## src/rtl/dram_req_arbiter.sv

```systemverilog
// dram_req_arbiter: shares one DRAM master FIFO between the I-cache and D-cache
// memory-request ports. One transaction in flight, round-robin on contention,
// read data routed back to the requester that issued the read, sticky debug
// flags for response timeouts and responses nobody asked for.
module dram_req_arbiter #(
  parameter int ADDR_W  = 27,
  parameter int DATA_W  = 128,
  parameter int TIMEOUT = 4096
) (
  input  logic              sys_clk,
  input  logic              rstn,
  input  logic [ADDR_W-1:0] i_req_addr,
  input  logic [DATA_W-1:0] i_req_data,
  input  logic              i_req_rw,
  input  logic              i_req_valid,
  input  logic [ADDR_W-1:0] d_req_addr,
  input  logic [DATA_W-1:0] d_req_data,
  input  logic              d_req_rw,
  input  logic              d_req_valid,
  output logic [DATA_W-1:0] i_rsp_data,
  output logic              i_rsp_ready,
  output logic [DATA_W-1:0] d_rsp_data,
  output logic              d_rsp_ready,
  output logic              fifo_req_cmd,
  output logic [ADDR_W-1:0] fifo_req_addr,
  output logic [DATA_W-1:0] fifo_req_data,
  output logic              fifo_req_en,
  input  logic              fifo_req_rdy,
  input  logic [DATA_W-1:0] fifo_rsp_data,
  input  logic              fifo_rsp_en,
  output logic              fifo_rsp_rdy,
  output logic              busy,
  output logic              err_timeout,
  output logic              err_spurious
);

  localparam int CNT_W = $clog2(TIMEOUT) + 1;

  typedef enum logic [1:0] {S_IDLE, S_ISSUE, S_WAIT_RSP, S_RESP} state_t;

  state_t            r_state;
  state_t            w_state_next;
  logic              r_last_grant;   // 0 = I-cache, 1 = D-cache
  logic              r_owner;        // requester of the transaction in flight
  logic              r_cmd;          // 1 = read, 0 = write (FIFO encoding)
  logic [ADDR_W-1:0] r_addr;
  logic [DATA_W-1:0] r_data;
  logic [DATA_W-1:0] r_rsp_data;
  logic [CNT_W-1:0]  r_cnt;
  logic              r_err_timeout;
  logic              r_err_spurious;

  logic              w_any_valid;
  logic              w_grant_d;
  logic              w_push;
  logic              w_wait_idle;
  logic [CNT_W-1:0]  w_cnt_inc;

  // On a tie the requester that did not win last time gets the grant.
  assign w_any_valid = i_req_valid | d_req_valid;
  assign w_grant_d   = d_req_valid & (~i_req_valid | ~r_last_grant);
  assign w_push      = (r_state == S_ISSUE) & fifo_req_rdy;
  assign w_wait_idle = (r_state == S_WAIT_RSP) & ~fifo_rsp_en;
  assign w_cnt_inc   = r_cnt + 1'b1;

  // State register.
  always_ff @(posedge sys_clk or negedge rstn) begin
    if (!rstn) r_state <= S_IDLE;
    else       r_state <= w_state_next;
  end

  // Next-state decode and FSM-driven outputs.
  always_comb begin
    w_state_next  = r_state;
    fifo_req_en   = 1'b0;
    i_rsp_ready   = 1'b0;
    d_rsp_ready   = 1'b0;
    busy          = (r_state != S_IDLE);
    case (r_state)
      S_IDLE:     if (w_any_valid) w_state_next = S_ISSUE;
      S_ISSUE: begin
        fifo_req_en = fifo_req_rdy;
        if (fifo_req_rdy) w_state_next = r_cmd ? S_WAIT_RSP : S_RESP;
      end
      S_WAIT_RSP: if (fifo_rsp_en) w_state_next = S_RESP;
      S_RESP: begin
        i_rsp_ready  = ~r_owner;
        d_rsp_ready  = r_owner;
        w_state_next = S_IDLE;
      end
      default:    w_state_next = S_IDLE;
    endcase
  end

  // Capture the granted request and remember who won for round-robin.
  always_ff @(posedge sys_clk or negedge rstn) begin
    if (!rstn) begin
      r_last_grant <= 1'b0;
      r_owner      <= 1'b0;
      r_cmd        <= 1'b0;
      r_addr       <= '0;
      r_data       <= '0;
    end else if (r_state == S_IDLE && w_any_valid) begin
      r_last_grant <= w_grant_d;
      r_owner      <= w_grant_d;
      r_cmd        <= w_grant_d ? ~d_req_rw : ~i_req_rw;
      r_addr       <= w_grant_d ? d_req_addr : i_req_addr;
      r_data       <= w_grant_d ? d_req_data : i_req_data;
    end
  end

  // Read-response register; writes leave it untouched.
  always_ff @(posedge sys_clk or negedge rstn) begin
    if (!rstn)                                      r_rsp_data <= '0;
    else if (r_state == S_WAIT_RSP && fifo_rsp_en)  r_rsp_data <= fifo_rsp_data;
  end

  // Wait counter: cleared on the read push, saturates at TIMEOUT.
  always_ff @(posedge sys_clk or negedge rstn) begin
    if (!rstn)                                               r_cnt <= '0;
    else if (w_push)                                         r_cnt <= '0;
    else if (w_wait_idle && r_cnt != CNT_W'(TIMEOUT))        r_cnt <= w_cnt_inc;
  end

  // Sticky debug flags; the flag rises in the same cycle the counter hits TIMEOUT.
  always_ff @(posedge sys_clk or negedge rstn) begin
    if (!rstn) begin
      r_err_timeout  <= 1'b0;
      r_err_spurious <= 1'b0;
    end else begin
      if (w_wait_idle && w_cnt_inc == CNT_W'(TIMEOUT)) r_err_timeout <= 1'b1;
      if (fifo_rsp_en && r_state != S_WAIT_RSP)        r_err_spurious <= 1'b1;
    end
  end

  assign fifo_req_cmd  = r_cmd;
  assign fifo_req_addr = r_addr;
  assign fifo_req_data = r_data;
  assign fifo_rsp_rdy  = 1'b1;
  assign i_rsp_data    = r_rsp_data;
  assign d_rsp_data    = r_rsp_data;
  assign err_timeout   = r_err_timeout;
  assign err_spurious  = r_err_spurious;

endmodule

```

## config.mk

```make
export PLATFORM = sky130hd
export DESIGN_NAME = dram_req_arbiter
export DESIGN_NICKNAME = d
export VERILOG_FILES = /design/src/rtl/dram_req_arbiter.sv
export SDC_FILE = /design/constraint.sdc
export NUM_CORES = 1
export LEC_CHECK = 0
export CAP_MARGIN = 30
export CORE_AREA = 2 2 340 342
export DETAILED_ROUTE_END_ITERATION = 8
export DIE_AREA = 0 0 342 344
export SYNTH_ARGS = -nofsm -noshare
export SYNTH_HDL_FRONTEND = slang
export SYNTH_SLANG_ARGS = --single-unit
```

## constraint.sdc

```tcl
create_clock -name sys_clk -period 4.51 [get_ports sys_clk]
set_clock_uncertainty 0.05 [all_clocks]
set_input_delay 0.902 -clock sys_clk [delete_from_list [all_inputs] [get_ports sys_clk]]
set_output_delay 0.902 -clock sys_clk [all_outputs]
set_load 0.02 [all_outputs]
```

==> results list <==
- Setup repair bufs after CTS: 0
* Least-Margin Pin Slew: 863 ps
- The pre-antenna-repair detailed-routing pass consisted of 4 iterations.
- Buffers inserted to repair hold after CTS numbered 0.
* Outcome: completed
- Power spread over the standard cell area amounts to 727 nW/µm².
- Max-cap violations in this run came to 0.
- Number of instances in the synthesized netlist: 1203
- Counting flops with an async set or reset pin after synthesis yields a share of 1.00.
* Class of the tightest hold or removal check: in -> async
* Clock sinks: 302
* Crit Path Max Fanout: 14
* Hold violation total from the final report: 0
- The initial utilization of the core area, before any placement, comes to 0.122.
- Minimum period implied by the final worst setup slack: 3540 ps
- The share of synthesized area in the top cell type comes to 0.544.
- After synthesis the netlist holds a flip-flop and latch count of 302.
- Maximum number of pins on one net before global-route repair: 95
* Final-report max-slew violation count: 0
- Yosys mapped a number of flops with a built-in enable equal to 0.
* Area delta synth->final: 78.9%
- Critical path type: in -> out
- For the worst setup path, the data required time is 3560 ps.
- The number of global-route vias before repair is 12102.
- Number of gates resized after cts: 0
* Number of levels the H-tree was split into: 2
- Part of the total power dissipated in combinational logic: 0.541
- Io pins: 865
- Post-synthesis instance area: 13900 µm²
- Grt total ovfl: 0
- Finish-stage setup viols: 0
- Largest cells by area after synthesis: sky130_fd_sc_hd__dfrtp_1 54%, sky130_fd_sc_hd__mux2i_1 11%, sky130_fd_sc_hd__mux2_2 11%
- Of the available clock period, the critical path in the final layout requires 0.785.
- The worst setup path is captured at an output port.
* TritonCTS clock tree: done
- Width of the die: 342 µm
- The root buffer cell chosen for the clock tree is sky130_fd_sc_hd__clkbuf_16.
- The first global-routing pass estimated 107000 µm of wire.
- Across all hold checks on the routed design, the worst slack comes to 312 ps.
- After detailed routing, the total wire length is 82600 µm.
* Most used standard cell by instance count after synthesis: sky130_fd_sc_hd__dfrtp_1
- At the end of the flow, the number of nets in the layout was 2395.
- Detail Placement HPWL: 70000 µm
- Max-slew headroom: 0.422
* Prevailing post-synth register cell: sky130_fd_sc_hd__dfrtp_1
- In the final layout, the share of cells above drive strength 1 is 0.117.
- Detailed Route Iter0 Violations: 409
- Count of warnings emitted by yosys: 0
- The die is 344 µm tall.
- Worst path arrival time: 2590 ps
- The number of antenna violations at the first check in global routing came to 35.
- Top cells by count, synth: 302 x sky130_fd_sc_hd__dfrtp_1, 163 x sky130_fd_sc_hd__o21ai_0, 161 x sky130_fd_sc_hd__nand2_1, 157 x sky130_fd_sc_hd__mux2i_1, 130 x sky130_fd_sc_hd__mux2_2
* Global router's overall resource usage: 0.134
* Synth Area per Inst: 11.5 µm²
- The number of nets in the synthesized netlist is 1655.
- Std-Cell Core Area: 114000 µm²
* VDD IR max: 312 µV
- After detailed routing, the number of vias per cell comes to 3.43.
- Static timing analysis puts the maximum clock frequency at 283 MHz.
- Standby leakage power: 0.00998 µW
- Library cell occupying the most area in the post-synthesis netlist: sky130_fd_sc_hd__dfrtp_1
* Average routed wire per standard cell: 23.7 µm
- The share of the Yosys chip area taken by registers is 0.544.
- The congestion estimate from routability-driven global placement came to 0.880.
* RSZ-0062 raised after global routing: false
- Portion of total power attributed to the clock network: 0.175
- DIE AREA: 118000 µm²
- In the final timing run, aggregate negative setup slack is 0 ps.
* Utilization of the core after routing: 0.218
- Pint: 10500 µW
- The synthesized netlist contains 42 unique library cells.
- Counting the buffers created by CTS gives 36.
- The clock passes through at most 3 buffers.
- Total via count in the routed design: 11991
* Sw frac: 0.419
* DRC violations left: 0
- Clock latency of the later-clocked register in the worst-skew pair: 580 ps
- The floorplan has 124 rows.
- Sequential share of power: 0.284
- Number of antenna-violating nets in the routed design: 0
- Switching pwr: 7570 µW
- After clock tree synthesis, the clock-pin slew on the worst setup and hold paths is 60 ps.
- Number of buffer cells added on primary ports: 863
- Critical path launch point type: input pin
cell families (layout without fill, tap and decap cells):
family                     Yosys count  after routing  share of synthesized area
muxes                              287            287                      0.219
DFF                                302            302                      0.544
other                                1             11                   0.000270
and+or+nand+nor                    202            202                     0.0618
xor gates and xnor gates             6              6                    0.00378
adders and majority gates            6              6                    0.00541
buffers and inverters              208            974                     0.0932
AOI/OAI and AO/OA                  191            191                     0.0727
final cells by class:
class / count / area (µm²)
Fill cell: 12351 / 89000
Timing Repair Buffer: 900 / 9010
Sequential cell: 302 / 7560
Multi-Input combinational cell: 693 / 5060
Tap cell: 1512 / 1890
Clock buffer: 51 / 1050
Clock inverter: 13 / 203
Inverter: 10 / 37.5
Antenna cell: 10 / 25.0
per-stage QoR:
| step | setup WS, ps | instances | instance area, µm² | power, µW |
|---|---|---|---|---|
| after floorplan | 2110 | 1203 | 13900 | 9960 |
| after global placement | 965 | 3417 | 23600 | 15000 |
| after detailed placement | 981 | 3417 | 23600 | 15100 |
| after CTS | 972 | 3481 | 24800 | 18400 |
| after global routing | 908 | 3483 | 24800 | 19000 |
| final | 970 | 3491 | 24800 | 18100 |
worst max-delay path: stages:
cell and delay (ps):
sky130_fd_sc_hd__clkdlybuf4s50_1 520, sky130_fd_sc_hd__nand2_1 90, sky130_fd_sc_hd__inv_1 370, sky130_fd_sc_hd__clkdlybuf4s50_1 700
power groups by stage:
stage / combinational, µW / clock (µW) / sequential, µW
detailed placement: 9950 / 0 / 5150
global placement: 9910 / 0 / 5140
floorplan: 3630 / 0 / 6340
global route: 10300 / 3380 / 5300
CTS: 9970 / 3280 / 5150
finish: 9770 / 3150 / 5140
worst paths after layout:
path                            cells after the start  slack, ps          endpoint    startpoint
worst min register to register                      1        410      err_spurious  err_spurious
max in group asynchronous                           2       3050    d_rsp_data[65]          rstn
worst max-delay path                                4        970       fifo_req_en  fifo_req_rdy
min in group sys_clk                                1        410      err_spurious  err_spurious
worst max register to register                      5       2230    d_rsp_data[53]    r_state[0]
worst min-delay path                                1        310  fifo_req_addr[0]          rstn
cell usage in the layout, fill, tap and decap left out, types with 9 or more instances in the layout:
master                              n
sky130_fd_sc_hd__a21oi_1            9
sky130_fd_sc_hd__buf_4             30
sky130_fd_sc_hd__clkbuf_16         37
sky130_fd_sc_hd__clkdlybuf4s50_1  862
sky130_fd_sc_hd__dfrtp_1          302
sky130_fd_sc_hd__diode_2           10
sky130_fd_sc_hd__inv_1             10
sky130_fd_sc_hd__mux2_2           130
sky130_fd_sc_hd__mux2i_1          157
sky130_fd_sc_hd__nand2_1          160
sky130_fd_sc_hd__o21ai_0          163
per-layer routing:
| layer | vias to the layer above | wire, µm | track usage |
|---|---|---|---|
| met3 | 101 | 7490 | 0.0403 |
| met4 | 8 | 1680 | 0.0323 |
| met5 | - | 53 | 0 |
| li1 | 5513 | - | - |
| met1 | 5803 | 34900 | 0.172 |
| met2 | 566 | 38500 | 0.219 |
sequential cells by signal (all words and copies together) (netlist names), 2 cells and up:
name	flops
fifo_req_addr	27
r_cnt	13
fifo_req_data	128
d_rsp_data	128
r_state	2
No activity file was read; power rests on OpenSTA's default activity.
